===== src/rtl/control_sequencer_pkg.sv =====
// -----------------------------------------------------------------------------
// cpu_ctrl_pkg
// Shared definitions for the CPU control path: sequencer state encoding,
// opcode constants and ALU operation-select codes. Also imported by the ALU
// and datapath so every block agrees on the same encodings.
// Contents:
//   state_t   - sequencer FSM states
//   OP_*      - 4-bit opcode constants
//   ALU_*     - 3-bit ALU operation-select constants
//   alu_ot_of - opcode -> ALU operation select
// -----------------------------------------------------------------------------
package cpu_ctrl_pkg;

  typedef enum logic [2:0] {
    ST_RESET  = 3'd0,
    ST_FETCH  = 3'd1,
    ST_DECODE = 3'd2,
    ST_IMM    = 3'd3,
    ST_EXEC   = 3'd4,
    ST_WB     = 3'd5,
    ST_HALT   = 3'd6
  } state_t;

  localparam logic [3:0] OP_MOV = 4'h0;
  localparam logic [3:0] OP_MVI = 4'h1;
  localparam logic [3:0] OP_ADD = 4'h2;
  localparam logic [3:0] OP_SUB = 4'h3;
  localparam logic [3:0] OP_AND = 4'h4;
  localparam logic [3:0] OP_OR  = 4'h5;
  localparam logic [3:0] OP_XOR = 4'h6;
  localparam logic [3:0] OP_NOT = 4'h7;
  localparam logic [3:0] OP_JMP = 4'h8;
  localparam logic [3:0] OP_JZ  = 4'h9;
  localparam logic [3:0] OP_NOP = 4'hA;
  localparam logic [3:0] OP_HLT = 4'hF;

  localparam logic [2:0] ALU_PASS = 3'd0;
  localparam logic [2:0] ALU_ADD  = 3'd1;
  localparam logic [2:0] ALU_SUB  = 3'd2;
  localparam logic [2:0] ALU_AND  = 3'd3;
  localparam logic [2:0] ALU_OR   = 3'd4;
  localparam logic [2:0] ALU_XOR  = 3'd5;
  localparam logic [2:0] ALU_NOT  = 3'd6;
  localparam logic [2:0] ALU_IDLE = 3'd7;

  // Register moves (MOV/MVI) route the operand straight through the ALU.
  function automatic logic [2:0] alu_ot_of(input logic [3:0] op);
    case (op)
      OP_MOV, OP_MVI: alu_ot_of = ALU_PASS;
      OP_ADD:         alu_ot_of = ALU_ADD;
      OP_SUB:         alu_ot_of = ALU_SUB;
      OP_AND:         alu_ot_of = ALU_AND;
      OP_OR:          alu_ot_of = ALU_OR;
      OP_XOR:         alu_ot_of = ALU_XOR;
      OP_NOT:         alu_ot_of = ALU_NOT;
      default:        alu_ot_of = ALU_IDLE;
    endcase
  endfunction

endpackage


===== src/rtl/control_sequencer_if.sv =====
// -----------------------------------------------------------------------------
// control_sequencer_if
// Bundle between the control sequencer and the datapath/memory side.
//   en          - run enable (0 freezes the sequencer)
//   CS_opcode   - opcode field of the word on the memory bus
//   mem_ready   - memory word valid this cycle
//   zero_flag   - ALU zero flag
//   CS_ALU_OT   - ALU operation select
//   CS_*_load / CS_PC_inc - datapath strobes
//   halted      - sequencer sits in HALT
//   illegal     - one-cycle pulse on an undefined opcode
// Modports: master = sequencer, slave = datapath/memory side.
// -----------------------------------------------------------------------------
interface control_sequencer_if #(
  parameter int OPCODE_W = 4,
  parameter int ALU_OT_W = 3
);
  logic                en;
  logic [OPCODE_W-1:0] CS_opcode;
  logic                mem_ready;
  logic                zero_flag;
  logic [ALU_OT_W-1:0] CS_ALU_OT;
  logic                CS_Ins_load;
  logic                CS_Op1_load;
  logic                CS_Op2_load;
  logic                CS_Imm_load;
  logic                CS_PC_load;
  logic                CS_PC_inc;
  logic                CS_Reg_load;
  logic                halted;
  logic                illegal;

  modport master (
    input  en, CS_opcode, mem_ready, zero_flag,
    output CS_ALU_OT, CS_Ins_load, CS_Op1_load, CS_Op2_load, CS_Imm_load,
           CS_PC_load, CS_PC_inc, CS_Reg_load, halted, illegal
  );

  modport slave (
    output en, CS_opcode, mem_ready, zero_flag,
    input  CS_ALU_OT, CS_Ins_load, CS_Op1_load, CS_Op2_load, CS_Imm_load,
           CS_PC_load, CS_PC_inc, CS_Reg_load, halted, illegal
  );
endinterface


===== src/rtl/control_sequencer_decode.sv =====
// -----------------------------------------------------------------------------
// ctrl_decode
// Purely combinational opcode classifier used by the sequencer.
// Ports:
//   i_opcode     in  OPCODE_W  latched opcode
//   o_alu_ot     out 3         ALU operation select for this opcode
//   o_is_alu     out 1         ADD..NOT
//   o_is_two_op  out 1         ADD..XOR (needs a second operand)
//   o_is_jump    out 1         JMP or JZ
//   o_is_illegal out 1         B..E, or any nonzero bit above [3:0]
// -----------------------------------------------------------------------------
module ctrl_decode
  import cpu_ctrl_pkg::*;
#(
  parameter int OPCODE_W = 4
) (
  input  logic [OPCODE_W-1:0] i_opcode,
  output logic [2:0]          o_alu_ot,
  output logic                o_is_alu,
  output logic                o_is_two_op,
  output logic                o_is_jump,
  output logic                o_is_illegal
);

  logic [3:0] w_op;
  logic       w_upper_nz;

  assign w_op       = i_opcode[3:0];
  // Shift rather than slice so OPCODE_W == 4 needs no special case.
  assign w_upper_nz = ((i_opcode >> 4) != '0);

  always_comb begin
    o_is_illegal = w_upper_nz || (w_op >= 4'hB && w_op <= 4'hE);
    o_is_alu     = !o_is_illegal && (w_op >= OP_ADD && w_op <= OP_NOT);
    o_is_two_op  = !o_is_illegal && (w_op >= OP_ADD && w_op <= OP_XOR);
    o_is_jump    = !o_is_illegal && (w_op == OP_JMP || w_op == OP_JZ);
    o_alu_ot     = o_is_illegal ? ALU_IDLE : alu_ot_of(w_op);
  end

endmodule


===== src/rtl/control_sequencer.sv =====
// -----------------------------------------------------------------------------
// control_sequencer
// Multi-cycle instruction sequencer: RESET -> FETCH -> DECODE -> [IMM] ->
// EXEC -> [WB] -> FETCH, with HALT as a sink left only through rst.
// Ports:
//   clk  in  sole clock, rising edge
//   rst  in  synchronous active-high reset (priority over en)
//   bus  master modport of control_sequencer_if (enable, opcode, handshake,
//        flags in; ALU select, datapath strobes, halted, illegal out)
// Strobes are Moore outputs of state + latched opcode; FETCH/IMM strobes are
// additionally qualified by mem_ready. en=0 freezes all state and forces
// every strobe low.
// -----------------------------------------------------------------------------
module control_sequencer
  import cpu_ctrl_pkg::*;
#(
  parameter int OPCODE_W  = 4,
  parameter int IMM_WORDS = 1,
  parameter int ALU_OT_W  = 3
) (
  input  logic                clk,
  input  logic                rst,
  control_sequencer_if.master bus
);

  localparam int CNT_W = 3;

  state_t              r_state;
  state_t              w_state_next;
  logic [OPCODE_W-1:0] r_opcode;
  logic [OPCODE_W-1:0] w_opcode_next;
  logic [CNT_W-1:0]    r_word_cnt;
  logic [CNT_W-1:0]    w_cnt_next;
  logic [CNT_W-1:0]    w_cnt_inc;

  logic [2:0] w_dec_alu;
  logic       w_dec_is_alu;
  logic       w_dec_two_op;
  logic       w_dec_jump;
  logic       w_dec_illegal;
  logic [3:0] w_op;

  logic [2:0] w_alu_ot;
  logic       w_ins_load, w_op1_load, w_op2_load, w_imm_load;
  logic       w_pc_load, w_pc_inc, w_reg_load, w_illegal;

  ctrl_decode #(.OPCODE_W(OPCODE_W)) u_decode (
    .i_opcode     (r_opcode),
    .o_alu_ot     (w_dec_alu),
    .o_is_alu     (w_dec_is_alu),
    .o_is_two_op  (w_dec_two_op),
    .o_is_jump    (w_dec_jump),
    .o_is_illegal (w_dec_illegal)
  );

  assign w_op      = r_opcode[3:0];
  assign w_cnt_inc = r_word_cnt + 3'd1;

  always_ff @(posedge clk) begin
    if (rst) begin
      r_state    <= ST_RESET;
      r_opcode   <= '0;
      r_word_cnt <= '0;
    end else if (bus.en) begin
      r_state    <= w_state_next;
      r_opcode   <= w_opcode_next;
      r_word_cnt <= w_cnt_next;
    end
  end

  always_comb begin
    w_state_next  = r_state;
    w_opcode_next = r_opcode;
    w_cnt_next    = r_word_cnt;
    w_alu_ot      = ALU_IDLE;
    w_ins_load    = 1'b0;
    w_op1_load    = 1'b0;
    w_op2_load    = 1'b0;
    w_imm_load    = 1'b0;
    w_pc_load     = 1'b0;
    w_pc_inc      = 1'b0;
    w_reg_load    = 1'b0;
    w_illegal     = 1'b0;

    if (bus.en) begin
      unique case (r_state)
        ST_RESET: w_state_next = ST_FETCH;

        ST_FETCH: begin
          if (bus.mem_ready) begin
            w_ins_load    = 1'b1;
            w_pc_inc      = 1'b1;
            w_opcode_next = bus.CS_opcode;
            w_state_next  = ST_DECODE;
          end
        end

        ST_DECODE: begin
          w_op1_load = !(w_dec_illegal || w_op == OP_NOP ||
                         w_op == OP_HLT || w_op == OP_JMP);
          w_op2_load = w_dec_two_op;
          w_illegal  = w_dec_illegal;
          if (w_dec_illegal)       w_state_next = ST_EXEC;
          else if (w_op == OP_MVI) w_state_next = ST_IMM;
          else if (w_op == OP_HLT) w_state_next = ST_HALT;
          else                     w_state_next = ST_EXEC;
        end

        ST_IMM: begin
          if (bus.mem_ready) begin
            w_imm_load = 1'b1;
            w_pc_inc   = 1'b1;
            // Counter returns to zero on the last word so the next MVI
            // starts fresh without a separate clear.
            if (w_cnt_inc == CNT_W'(IMM_WORDS)) begin
              w_cnt_next   = '0;
              w_state_next = ST_EXEC;
            end else begin
              w_cnt_next = w_cnt_inc;
            end
          end
        end

        ST_EXEC: begin
          w_alu_ot = w_dec_alu;
          if (w_dec_illegal) begin
            w_state_next = ST_FETCH;
          end else if (w_dec_is_alu || w_op == OP_MOV || w_op == OP_MVI) begin
            w_state_next = ST_WB;
          end else begin
            if (w_dec_jump) w_pc_load = (w_op == OP_JMP) || bus.zero_flag;
            w_state_next = ST_FETCH;
          end
        end

        ST_WB: begin
          w_alu_ot     = w_dec_alu;
          w_reg_load   = 1'b1;
          w_state_next = ST_FETCH;
        end

        ST_HALT: w_state_next = ST_HALT;

        default: w_state_next = ST_RESET;
      endcase
    end
  end

  assign bus.CS_ALU_OT   = ALU_OT_W'(w_alu_ot);
  assign bus.CS_Ins_load = w_ins_load;
  assign bus.CS_Op1_load = w_op1_load;
  assign bus.CS_Op2_load = w_op2_load;
  assign bus.CS_Imm_load = w_imm_load;
  assign bus.CS_PC_load  = w_pc_load;
  assign bus.CS_PC_inc   = w_pc_inc;
  assign bus.CS_Reg_load = w_reg_load;
  assign bus.illegal     = w_illegal;
  // halted reflects the state itself, so it stays high even while en=0.
  assign bus.halted      = (r_state == ST_HALT);

endmodule


===== src/flat_wrapper.sv =====
// flat-port wrapper written by rule: the top's interface ports become plain ports
module control_sequencer_flat import cpu_ctrl_pkg::*;
#(
  parameter int OPCODE_W  = 4,
  parameter int IMM_WORDS = 1,
  parameter int ALU_OT_W  = 3
)
  (clk, rst, bus_en, bus_CS_opcode, bus_mem_ready, bus_zero_flag, bus_CS_ALU_OT, bus_CS_Ins_load, bus_CS_Op1_load, bus_CS_Op2_load, bus_CS_Imm_load, bus_CS_PC_load, bus_CS_PC_inc, bus_CS_Reg_load, bus_halted, bus_illegal);
  control_sequencer_if #(.OPCODE_W(OPCODE_W), .ALU_OT_W(ALU_OT_W)) bus_i ();
  input  logic clk;
  input  logic rst;
  input wire logic [$bits(bus_i.en)-1:0] bus_en;
  input wire logic [$bits(bus_i.CS_opcode)-1:0] bus_CS_opcode;
  input wire logic [$bits(bus_i.mem_ready)-1:0] bus_mem_ready;
  input wire logic [$bits(bus_i.zero_flag)-1:0] bus_zero_flag;
  output wire logic [$bits(bus_i.CS_ALU_OT)-1:0] bus_CS_ALU_OT;
  output wire logic [$bits(bus_i.CS_Ins_load)-1:0] bus_CS_Ins_load;
  output wire logic [$bits(bus_i.CS_Op1_load)-1:0] bus_CS_Op1_load;
  output wire logic [$bits(bus_i.CS_Op2_load)-1:0] bus_CS_Op2_load;
  output wire logic [$bits(bus_i.CS_Imm_load)-1:0] bus_CS_Imm_load;
  output wire logic [$bits(bus_i.CS_PC_load)-1:0] bus_CS_PC_load;
  output wire logic [$bits(bus_i.CS_PC_inc)-1:0] bus_CS_PC_inc;
  output wire logic [$bits(bus_i.CS_Reg_load)-1:0] bus_CS_Reg_load;
  output wire logic [$bits(bus_i.halted)-1:0] bus_halted;
  output wire logic [$bits(bus_i.illegal)-1:0] bus_illegal;
  assign bus_i.en = bus_en;
  assign bus_i.CS_opcode = bus_CS_opcode;
  assign bus_i.mem_ready = bus_mem_ready;
  assign bus_i.zero_flag = bus_zero_flag;
  assign bus_CS_ALU_OT = bus_i.CS_ALU_OT;
  assign bus_CS_Ins_load = bus_i.CS_Ins_load;
  assign bus_CS_Op1_load = bus_i.CS_Op1_load;
  assign bus_CS_Op2_load = bus_i.CS_Op2_load;
  assign bus_CS_Imm_load = bus_i.CS_Imm_load;
  assign bus_CS_PC_load = bus_i.CS_PC_load;
  assign bus_CS_PC_inc = bus_i.CS_PC_inc;
  assign bus_CS_Reg_load = bus_i.CS_Reg_load;
  assign bus_halted = bus_i.halted;
  assign bus_illegal = bus_i.illegal;
  control_sequencer #(.OPCODE_W(OPCODE_W), .IMM_WORDS(IMM_WORDS), .ALU_OT_W(ALU_OT_W)) u_core (.clk(clk), .rst(rst), .bus(bus_i));
endmodule

===== config.mk =====
export PLATFORM = sky130hd
export DESIGN_NAME = control_sequencer_flat
export DESIGN_NICKNAME = d
export VERILOG_FILES = /design/src/rtl/control_sequencer_pkg.sv /design/src/rtl/control_sequencer_if.sv /design/src/rtl/control_sequencer_decode.sv /design/src/rtl/control_sequencer.sv /design/src/flat_wrapper.sv
export SDC_FILE = /design/constraint.sdc
export NUM_CORES = 1
export LEC_CHECK = 0
export CAP_MARGIN = 30
export CORE_MARGIN = 2
export CORE_UTILIZATION = 48
export CTS_BUF_LIST = sky130_fd_sc_hd__clkbuf_4 sky130_fd_sc_hd__clkbuf_8 sky130_fd_sc_hd__clkbuf_16
export CTS_CLUSTER_SIZE = 8
export DETAILED_ROUTE_END_ITERATION = 8
export PLACE_DENSITY = 0.78
export SLEW_MARGIN = 5
export SYNTH_ARGS = -nofsm -noshare
export SYNTH_HDL_FRONTEND = slang
export SYNTH_HIERARCHICAL = 1
export SYNTH_SLANG_ARGS = --single-unit
export TNS_END_PERCENT = 100

===== constraint.sdc =====
create_clock -name clk -period 2.5 [get_ports clk]
set_input_delay 0.5 -clock clk [delete_from_list [all_inputs] [get_ports clk]]
set_output_delay 0.5 -clock clk [all_outputs]
set_load 0.1 [all_outputs]

# Word-level counts from Yosys, hierarchy flattened
# Memories as Yosys holds them, arrays and structs flattened. A register that Yosys moved wholly into a read port is not among the register bits.
# Cells that the tools add are included.
dict set report word_totals {
  mem_bits_ro 24
  wordCells 84
  memories 1
  out_inout_bits 12
  in_bits 9
  register_bits 10
}
dict set report op_classes {
  eq_ne 15
  n_addsub 1
  order_cmp 5
  n_reduce_logical 23
  mux 36
}
# memory depth word_bits read_ports rd_clocked_by_memory_dff wr line
set memory_table {}
lappend memory_table {{(name not given)} 8 3 1 1 0 control_sequencer_pkg.sv:48} ;# case (op)
# operator n
set ops {}
lappend ops {{$mux 3} 14}
lappend ops {{$mux 1} 20}
lappend ops {{$pmux 3 s6} 1}
lappend ops {{$eq 4x4->1 const B} 4}
lappend ops {{$eq 3x3->1 const B} 3}
lappend ops {{$le 4x3->1 const B} 2}
lappend ops {{$logic_or 1x1->1} 7}
lappend ops {{$eq 3x1->1 const B} 2}
lappend ops {{$eq 3x2->1 const B} 2}
lappend ops {{$logic_and 1x1->1} 6}
lappend ops {{$reduce_and 3->1} 2}
lappend ops {{$reduce_or 2->1} 3}
lappend ops {{$eq 4x1->1 const B} 1}
lappend ops {{$ge 4x2->1 const B} 1}
lappend ops {{$ge 4x4->1 const B} 1}
lappend ops {{$le 4x4->1 const B} 1}
lappend ops {{$logic_not 4->1} 1}
lappend ops {{$ne 2x2->1 const B} 2}
lappend ops {{$reduce_and 4->1} 1}
lappend ops {{$add 3x1->3 const B} 1}
lappend ops {{$logic_not 3->1} 1}
lappend ops {{$logic_not 1->1} 2}
lappend ops {{$mux 2} 1}
lappend ops {{$ne 2x1->1 const B} 1}

# Longest topological paths before layout
# Gate-level depths: netlist of run 1.
dict set report logic_depth {
  depth_word 10
  mapped_depth 8
  mapped_depth_nobuf 8
}

# Modules after synthesis
# The synthesis of run 1 kept the hierarchy.
# module cells_per_inst area_each_um2 instances seq_area_each_um2
set by_module_without_submodules {}
lappend by_module_without_submodules {control_sequencer 86 689.4 1 200.2}
lappend by_module_without_submodules {ctrl_decode 25 191.4 1 0.0}

# Worst setup path before layout of run 1
# OpenSTA, ideal clock, no wires.
dict set report synth_timing {
  kind {register -> output}
  from {reg u_core.r_opcode[0]}
  to {out bus_CS_PC_load}
  t_arrival_ns 4.295
  path_stages_with_launch 7
  slack_ns -2.295
  required_time_ns 2.000
  n_path_buf 0
  cell_sequence {dfxtp_1 inv_1 ha_1 inv_1 a31oi_1 or4b_1 nor4_1}
}
dict set report synth_between {
  elab_chain_len 10
  word_cells_on_any_way 22
  cone_classes {order compare: 4; eq/ne: 3; mux: 5; reduce/logical: 10}
}
# element line
set synth_rtl {}
lappend synth_rtl {{start: declaration} control_sequencer.sv:30} ;# logic [OPCODE_W-1:0] r_opcode;
lappend synth_rtl {{start signal: assignment} control_sequencer.sv:66} ;# r_opcode <= w_opcode_next;
lappend synth_rtl {{$ge 4x4->1 or $le 4x4->1 (tied branches)} control_sequencer_decode.sv:33} ;# o_is_illegal = w_upper_nz || (w_op >= 4'hB && w_op <= 4'hE);
lappend synth_rtl {{$logic_and 1x1->1 (*)} control_sequencer_decode.sv:33}
lappend synth_rtl {{named net u_core.w_dec_illegal} control_sequencer.sv:40} ;# logic w_dec_illegal;
lappend synth_rtl {{$logic_not 1->1} {control_sequencer_decode.sv:34, control_sequencer_decode.sv:36}}
lappend synth_rtl {{$logic_and 1x1->1} control_sequencer_decode.sv:34} ;# o_is_alu = !o_is_illegal && (w_op >= OP_ADD && w_op <= OP_NOT);
lappend synth_rtl {{$logic_or 1x1->1 (2 in a row)} control_sequencer.sv:128} ;# end else if (w_dec_is_alu || w_op == OP_MOV || w_op == OP_MVI) begin
lappend synth_rtl {{$mux 1} control_sequencer.sv:128}
lappend synth_rtl {{$mux 1 (*)} control_sequencer.sv:126} ;# if (w_dec_illegal) begin
lappend synth_rtl {{$mux 1 (*)} control_sequencer.sv:86} ;# unique case (r_state)
lappend synth_rtl {{$mux 1 (*)} control_sequencer.sv:85} ;# if (bus.en) begin
lappend synth_rtl {{end: declaration} flat_wrapper.sv:21} ;# output wire logic [$bits(bus_i.CS_PC_load)-1:0] bus_CS_PC_load;
# Mark *: on every way through the listed nets, which the timed path passes. The rest lies on a longest branch.

# Final worst setup path of run 1
dict set report layout_timing {
  from {reg u_core.r_opcode[0]}
  to {out bus_CS_PC_load}
}
dict set report layout_between {
  word_cells_on_any_way 22
  cone_classes {order compare: 4; eq/ne: 3; mux: 5; reduce/logical: 10}
}
# element line
set layout_lines {}
lappend layout_lines {{$ge 4x4->1 or $le 4x4->1 (tied branches)} control_sequencer_decode.sv:33}
lappend layout_lines {{$logic_and 1x1->1} control_sequencer_decode.sv:33}
lappend layout_lines {{$logic_not 1->1} control_sequencer_decode.sv:36} ;# o_is_jump = !o_is_illegal && (w_op == OP_JMP || w_op == OP_JZ);
lappend layout_lines {{$logic_and 1x1->1 (*)} control_sequencer_decode.sv:36}
lappend layout_lines {{named net u_core.w_dec_jump} control_sequencer.sv:39} ;# logic w_dec_jump;
lappend layout_lines {{$mux 1 (*)} control_sequencer.sv:131} ;# if (w_dec_jump) w_pc_load = (w_op == OP_JMP) || bus.zero_flag;
lappend layout_lines {{$mux 1 (*)} control_sequencer.sv:128}
lappend layout_lines {{$mux 1 (*)} control_sequencer.sv:126}
lappend layout_lines {{$mux 1 (*)} control_sequencer.sv:86}
lappend layout_lines {{$mux 1 (*)} control_sequencer.sv:85}
# Marks and branches as above.

==> flow_summary.toml, run 1 <==
[cts]
clk_pin_slew_ns = 0.07
h-tree-depth = 1
clockBufferDepth = 2
cts_buffers = 3
cts.sinks = 10
cts_tree = "yes"
clk_latency_ns = 0.26
root_buffer = "clkbuf_4"
hold_buffers = 0

[route]
drt_iter0_drc = 34
drt_first_pass_iters = 4
drt-total-wl_um = 2190
postRouteAntennaNets = 0
vias_per_cell = 5.67
vias = 930
drc = 0
wire_per_inst_um = 13.4

[floorplan]
start_util = 0.510
dieArea_sq_um = 2190
die_h_um = 46.8
rows = 15
die_width_um = 46.8
core_sq_um = 1730
io_pins = 21

[finish]
final_cell_area_sq_um = 1330
area_growth_pct = 50.4
drive_gt1_frac = 0.302
final_nets = 157
layoutNonFillerInstCount = 164
diodes = 0
fillers = 125
multi_input_area_sq_um = 627
seqCellArea_sq_um = 203

[critical_path]
slowest_delay_ns = 0.50
crit_path_end_kind = "output pin"
cp_num_buf_inv = 1
critPathKind = "register to output pin"
crit_family = "simple AND/OR/NAND/NOR gates"
reg2reg_slack_ns = 0.76
r2r-start = "u_core/r_opcode[0]"
path_max_fanout = 7
rr_endpoint = "u_core/r_state[0]"
path_cells = "ha_1 > nor4b_2 > or4b_4 > nor4_4 > buf_12"
crit_path_top_delay_cell = "or4b_4"
rr_worst_depth = 7
crit_required_ns = 2.00
start_kind = "register"
arrival_ns = 2.13

[sta]
rsz0062_at_grt = "yes"
finClkSkew_ns = 0.00327
worst_pin_slew_ns = 0.416
layout_worst_path_cycle_share = 1.05
hold_viol = 0
fin_crit_ns = 2.63
setup_viol = 1
hold-worst-slack_ns = 0.481
drv_slew = 0
post-route-worst-setup-slack_ns = -0.132
fmax_ghz = 0.380
slew_headroom = 0.722

[outcome]
violations = "setup timing"
outcome = "finished, violations left"

[synthesis]
seq_area_frac_synth = 0.227
synth_compound_area_frac = 0.192
synth_ff_type = "dfxtp_1"
synth.top_cells.by_area = "dfxtp_1, ha_1, nor2_1, buf_6, mux2i_1"
synth-edff-count = 0
muxShareOfSynthArea = 0.0455
synth-seq-cells = 10
syn_nets = 128
yosys.area.top_type_share = 0.227
synth_top_cells_by_count = "nor2_1, dfxtp_1, inv_1"
yosys.area.top_type = "dfxtp_1"
synthXorXnorAreaFrac = 0.0199
syn_area_sq_um = 881
yosys_warnings = 6
async_reset_ff_frac = 0
synthDistinctLibCells = 41
synth_top_family_by_area = "simple AND/OR/NAND/NOR gates"
synth_most_common_cell = "nor2_1"
synth_cells = 111
syn_avg_cell_area_sq_um = 7.94
synthAdderAreaFrac = 0.114
yosys.area_share.simple = 0.288

[power]
irDropWorstVdd_uv = 235
p_leak_uw = 0.000578
p_per_area_nw_per_um2 = 312

[place]
gp_congestion = 0.876
dp.cells = 160
pre_cts_ws_ns = 0.0559
hpwl_um = 1660
port_buffers = 20
place_area_sq_um = 1280

[grt]
grt_pass1_vias = 844
grt.total_usage = 0.222
grt_overflow = 0
grt_max_degree = 16
grt_pass1_wl_um = 3510
antenna_found_initial = 0

[job]
cap_violations = 0

[min_path]
holdPathEnd = "u_core/r_word_cnt[1]"
min_path_cells = 2
worstHoldStart = "u_core/r_word_cnt[1]"
hp-class = "register to register"
[layer usage]
metal / GRT usage / routed length [um]
met5: 0 / 0
met4: 0.117 / 53
met3: 0.0423 / 112
met2: 0.362 / 1090
met1: 0.276 / 942
[power by group]
group          leakage (uW)  internal, uW  switching, uW
Combinational      0.000475          42.3           51.8
Sequential        0.0000820           163           8.01
Clock             0.0000210          88.4           59.1
Total              0.000578           294            119
[cells by family (layout without fill, tap and decap cells)]
logic type | Yosys count | count (layout)
AOI/OAI and AO/OA | 24 | 24
xor gates and xnor gates | 2 | 2
adders and majority gates | 8 | 8
buffers and inverters | 17 | 45
DFF | 10 | 10
muxes | 4 | 4
and+or+nand+nor | 46 | 46
[layout make-up]
class | count | share of cell area
multi-input cells | 84 | 0.473
repair buffers | 31 | 0.295
flip-flops and latches | 10 | 0.153
inverters | 10 | 0.0283
clock buffers | 4 | 0.0274
well taps | 25 | 0.0236
[per-stage QoR]
| step | power, uW | setup TNS (ns) | utilization |
|---|---|---|---|
| after floorplan | 232 | -0.424 | - |
| after global placement | 263 | 0 | 0.741 |
| after detailed placement | 265 | 0 | 0.741 |
| after CTS | 415 | -0.148 | 0.767 |
| after global routing | 434 | -0.185 | 0.767 |
| final | 413 | -0.132 | 0.767 |
[cells in the final DEF (no fill, tap or decap), types with 2 or more instances in the layout]
cell type,netlist,layout
clkbuf_4,0,3
clkdlybuf4s50_1,0,8
inv_2,0,2
o32ai_1,2,2
ha_1,8,8
mux2i_1,4,4
and3_1,2,2
nor4_4,0,2
xor2_1,2,2
or3_1,3,3
dfxtp_1,10,8
inv_1,10,8
nand3_1,3,3
nor2_1,13,12
a21o_1,2,2
nor3_1,2,2
nand2b_1,2,2
o21bai_1,2,2
a31oi_1,2,2
nand2_1,7,7
dfxtp_2,0,2
o21ai_0,6,6
a21oi_1,3,2
buf_4,0,12
buf_12,0,11
[state kept, by name (all words and copies together), names as in the netlist]
register           cells
u_core/r_word_cnt      3
u_core/r_opcode        4
u_core/r_state         3
[worst register-to-register path: stages, from the launching register on]
cell,delay (ns)
dfxtp_2,0.36
ha_1,0.22
o21ai_0,0.17
a31oi_1,0.07
inv_1,0.21
a31oi_1,0.17
a21o_1,0.19
a221oi_1,0.25
[worst max-delay path by stage]
stage,start,to,slack [ns],cells past startpoint
global route,u_core/r_opcode[0],bus_CS_PC_load,-0.19,5
global placement,bus_en,bus_CS_PC_load,0.10,5
finish,u_core/r_opcode[0],bus_CS_PC_load,-0.13,5
floorplan,u_core/r_opcode[0],bus_CS_PC_load,-0.42,6
CTS,u_core/r_opcode[0],bus_CS_PC_load,-0.15,5
detailed placement,u_core/r_opcode[0],bus_CS_PC_load,0.06,7
[timing repair]
item                                    in CTS  in global routing
setup buffers                                0                  0
endpoints found under the setup margin       1                  1
resized for setup                            4                  0
endpoints found under the hold margin        0                  0
No activity file was read; power rests on OpenSTA's default activity.
==> inputs of run 2 (changes only) <==
REMOVE_ABC_BUFFERS = 1   (was not set)
==> flow_summary.toml, run 2 (synthesis gave the netlist of run 1 again) <==
[critical_path]
critPathKind = "register to output pin"
path_max_fanout = 6
crit_required_ns = 2.00
reg2reg_slack_ns = 0.84
start_kind = "register"
arrival_ns = 2.11
crit_path_end_kind = "output pin"

[power]
finalPower_uw = 409
p_leak_uw = 0.000587
irDropWorstVdd_uv = 304
p_per_area_nw_per_um2 = 305

[grt]
grt_max_degree = 16
grt_overflow = 0
grt_pass1_vias = 835
antenna_found_initial = 0
grt_util_met1 = 0.255
grtUsageMet3 = 0.0769
gr-max-usage-layer = "met2"
grt.total_usage = 0.219
grt_pass1_wl_um = 3460
grt_use_met2 = 0.362

[place]
hpwl_um = 1690
place_area_sq_um = 1250
dp.cells = 161
port_buffers = 20
gp_congestion = 0.820

[route]
vias_per_cell = 5.52
drt-total-wl_um = 2240
drc = 0
drt_iter0_drc = 25
wire_per_inst_um = 13.5
postRouteAntennaNets = 0
vias = 916
drt_first_pass_iters = 5

[finish]
largestRegisters = "u_core/r_opcode (4), u_core/r_state (3), u_core/r_word_cnt (3)"
area_growth_pct = 52.3
layout_commonest_cell = "buf_4"
mostFrequentLayoutCells = "buf_4, nor2_1, buf_12"
drive_gt1_frac = 0.326
final_cell_area_sq_um = 1340
final_nets = 159
largest_reg_flops = 4
diodes = 0
layoutNonFillerInstCount = 166
top_register = "u_core/r_opcode"

[job]
cap_violations = 0

[cts]
cts_tree = "yes"
cts_buffers = 3
clk_pin_slew_ns = 0.07
root_buffer = "clkbuf_4"
cts.sinks = 10
clk_latency_ns = 0.26
h-tree-depth = 1
clockBufferDepth = 2
hold_buffers = 0

[sta]
hold-worst-slack_ns = 0.480
slew_headroom = 0.735
drv_slew = 0
tns_ns = -0.111
fmax_ghz = 0.383
setup_viol = 1
rsz0062_at_grt = "yes"
layout_worst_path_cycle_share = 1.04
finClkSkew_ns = 0.00148
hold_viol = 0
worst_pin_slew_ns = 0.395
post-route-worst-setup-slack_ns = -0.111
fin_crit_ns = 2.61

[floorplan]
rows = 15
die_width_um = 46.8
dieArea_sq_um = 2190
io_pins = 21
start_util = 0.510
die_h_um = 46.8
core_sq_um = 1730

[min_path]
hp-class = "register to register"

[outcome]
violations = "setup timing"
outcome = "finished, violations left"
-- run 2: metal layers --
layer / vias up / wire, um / share of wire
met1: 414 / 935 / 0.42
met5: - / 0 / 0
li1: 450 / - / -
met2: 45 / 1140 / 0.51
met4: 0 / 27 / 0.012
met3: 7 / 131 / 0.059
-- run 2: area by class of cell --
type	instances	area, sq um
clock buffers	4	36.3
fillers	137	385
repair buffers	33	405
flip-flops and latches	10	205
multi-input cells	84	623
inverters	10	40.0
well taps	25	31.3
-- run 2: final timing paths --
check / start / end / cells after the start
setup reg to reg: u_core/r_opcode[3] / u_core/r_state[2] / 6
setup / recovery: u_core/r_opcode[0] / bus_CS_PC_load / 8
hold / removal: u_core/r_word_cnt[1] / u_core/r_word_cnt[1] / 2
hold reg to reg: u_core/r_word_cnt[1] / u_core/r_word_cnt[1] / 2
-- run 2: stage by stage --
stage	setup WS, ns	util
floorplan	-2.30	-
global placement	0.0476	0.722
detailed placement	-0.0304	0.722
CTS	-0.180	0.754
global route	-0.194	0.777
finish	-0.111	0.777
-- run 2: repair_timing --
item	in CTS	in global routing
setup buffers	0	1
pin swaps	2	1
resized for setup	10	6
endpoints found under the setup margin	1	3
-- run 2: critical path, stage by stage, from the launching register on --
cell and delay [ns]:
dfxtp_4 0.37, inv_4 0.06, ha_1 0.14, nor2_1 0.05
nor4b_2 0.20, or4b_4 0.50, nor4_4 0.21, buf_4 0.15
buf_12 0.16
-- run 2: where the power goes --
group | switching, uW | internal, uW | total (uW)
registers | 8.72 | 163 | 171
clock network | 56.9 | 88.5 | 145
logic | 49.9 | 42.7 | 92.6
total | 116 | 294 | 409
==> inputs of run 3 (changes only) <==
PLACE_DENSITY = not set   (was 0.78)
PLACE_DENSITY_LB_ADDON = 0.12   (was not set)
==> flow_summary.toml, run 3 (synthesis gave the netlist of run 1 again) <==
[outcome]
outcome = "finished, violations left"
violations = "setup timing"

[place]
gp_congestion = 0.814
pre_cts_ws_ns = -0.00474
port_buffers = 20
dp.cells = 160
place_area_sq_um = 1240
hpwl_um = 1610

[job]
cap_violations = 0

[finish]
mostFrequentLayoutCells = "buf_4, buf_12, nor2_1, clkdlybuf4s50_1, inv_1"
largest_reg_flops = 4
final_nets = 161
fin_util = 0.809
drive_gt1_frac = 0.364
layout_commonest_cell = "buf_4"
fillers = 108
area_growth_pct = 58.7
top_register = "u_core/r_opcode"
seqCellArea_sq_um = 209
diodes = 0
layoutNonFillerInstCount = 168
final_cell_area_sq_um = 1400
multi_input_area_sq_um = 658
largestRegisters = "u_core/r_opcode (4), u_core/r_state (3), u_core/r_word_cnt (3)"

[grt]
grt_overflow = 0
gr-max-usage-layer = "met2"
grt_max_degree = 13
grtUsageMet3 = 0.0654
grt_pass1_wl_um = 3760
grt_util_met1 = 0.292
grt_pass1_vias = 866
grt_use_met2 = 0.397
grt.total_usage = 0.237
antenna_found_initial = 0

[min_path]
hp-class = "register to register"
worstHoldStart = "u_core/r_word_cnt[1]"
holdPathEnd = "u_core/r_word_cnt[1]"
min_path_cells = 2

[cts]
cts.sinks = 10
clockBufferDepth = 2
clk_latency_ns = 0.27
clk_pin_slew_ns = 0.07
cts_buffers = 3
root_buffer = "clkbuf_4"
h-tree-depth = 1
cts_tree = "yes"

[critical_path]
path_cells = "inv_4 > ha_4 > nor2_2 > nor4b_2 > or4b_4 > nor4_4 > buf_4 > buf_12"
critPathKind = "register to output pin"
slowest_delay_ns = 0.51
rr_worst_depth = 6
crit_family = "simple AND/OR/NAND/NOR gates"
crit_path_top_delay_cell = "or4b_4"
arrival_ns = 2.10
rr_endpoint = "u_core/r_state[0]"
r2r-start = "u_core/r_opcode[1]"
crit_path_end_kind = "output pin"
reg2reg_slack_ns = 0.80
path_max_fanout = 5
cp_num_buf_inv = 3
start_kind = "register"
crit_required_ns = 2.00

[route]
drt_iter0_drc = 16
postRouteAntennaNets = 0
wire_per_inst_um = 13.1
drt-total-wl_um = 2190
vias = 900
vias_per_cell = 5.36
drc = 0
drt_first_pass_iters = 4

[sta]
post-route-worst-setup-slack_ns = -0.104
layout_worst_path_cycle_share = 1.04
hold-worst-slack_ns = 0.485
fin_crit_ns = 2.60
setup_viol = 1
worst_pin_slew_ns = 0.385
drv_slew = 0
slew_headroom = 0.742
finClkSkew_ns = 0.00653
hold_viol = 0
rsz0062_at_grt = "yes"
fmax_ghz = 0.384

[floorplan]
die_h_um = 46.8
start_util = 0.510
die_width_um = 46.8
rows = 15
dieArea_sq_um = 2190
io_pins = 21
core_sq_um = 1730

[power]
p_leak_uw = 0.000609
irDropWorstVdd_uv = 310
p_per_area_nw_per_um2 = 294
## run 3: cell types whose count changed in the layout (fill, tap and decap cells not counted), sizes merged
cell,before,now
buf,25,27
## run 3: repair_timing
item,CTS,global route
hold buffers,0,0
gates resized for setup,22,3
buffers inserted,4,0
pin swaps,5,0
endpoints found under the setup margin,1,3
## run 3: area by class of cell
class,instances,area share
Multi-Input combinational cell,84,0.471
Timing Repair Buffer,35,0.301
Sequential cell,10,0.150
Tap cell,25,0.0224
Inverter,10,0.0304
Clock buffer,4,0.0260
## run 3: worst max-delay path by stage
stage	startpoint	to	slack, ns	cells after the start
after floorplan	u_core/r_opcode[0]	bus_CS_PC_load	-2.30	6
after global placement	bus_en	bus_CS_PC_load	0.02	6
after detailed placement	u_core/r_opcode[0]	bus_CS_PC_load	-0.005	8
after CTS	u_core/r_opcode[1]	bus_CS_PC_load	-0.09	8
after global routing	u_core/r_opcode[0]	bus_CS_PC_load	-0.21	8
final	u_core/r_opcode[0]	bus_CS_PC_load	-0.10	8
## run 3: report_power, final
part           total (uW)  switching [uW]  internal (uW)
combinational        95.7            50.5           45.2
clock                 144            55.6           88.4
sequential            171            9.20            162
total                 411             115            295
## run 3: stage by stage
stage / TNS (ns) / total power (uW)
floorplan: -6.75 / 220
global placement: 0 / 258
detailed placement: -0.00474 / 260
CTS: -0.0911 / 414
global route: -0.209 / 433
finish: -0.104 / 411
## run 3: worst reg2reg max path, stage by stage (launching register included)
cell	delay [ns]
dfxtp_4	0.37
buf_4	0.14
buf_4	0.16
nor3_2	0.37
a31oi_1	0.18
a21o_1	0.18
a221oi_1	0.22
## run 3: metal layers
metal,vias to the layer above,share of wire
met5,-,0
met4,0,0.022
met3,4,0.043
met2,27,0.50
met1,413,0.44
li1,456,-
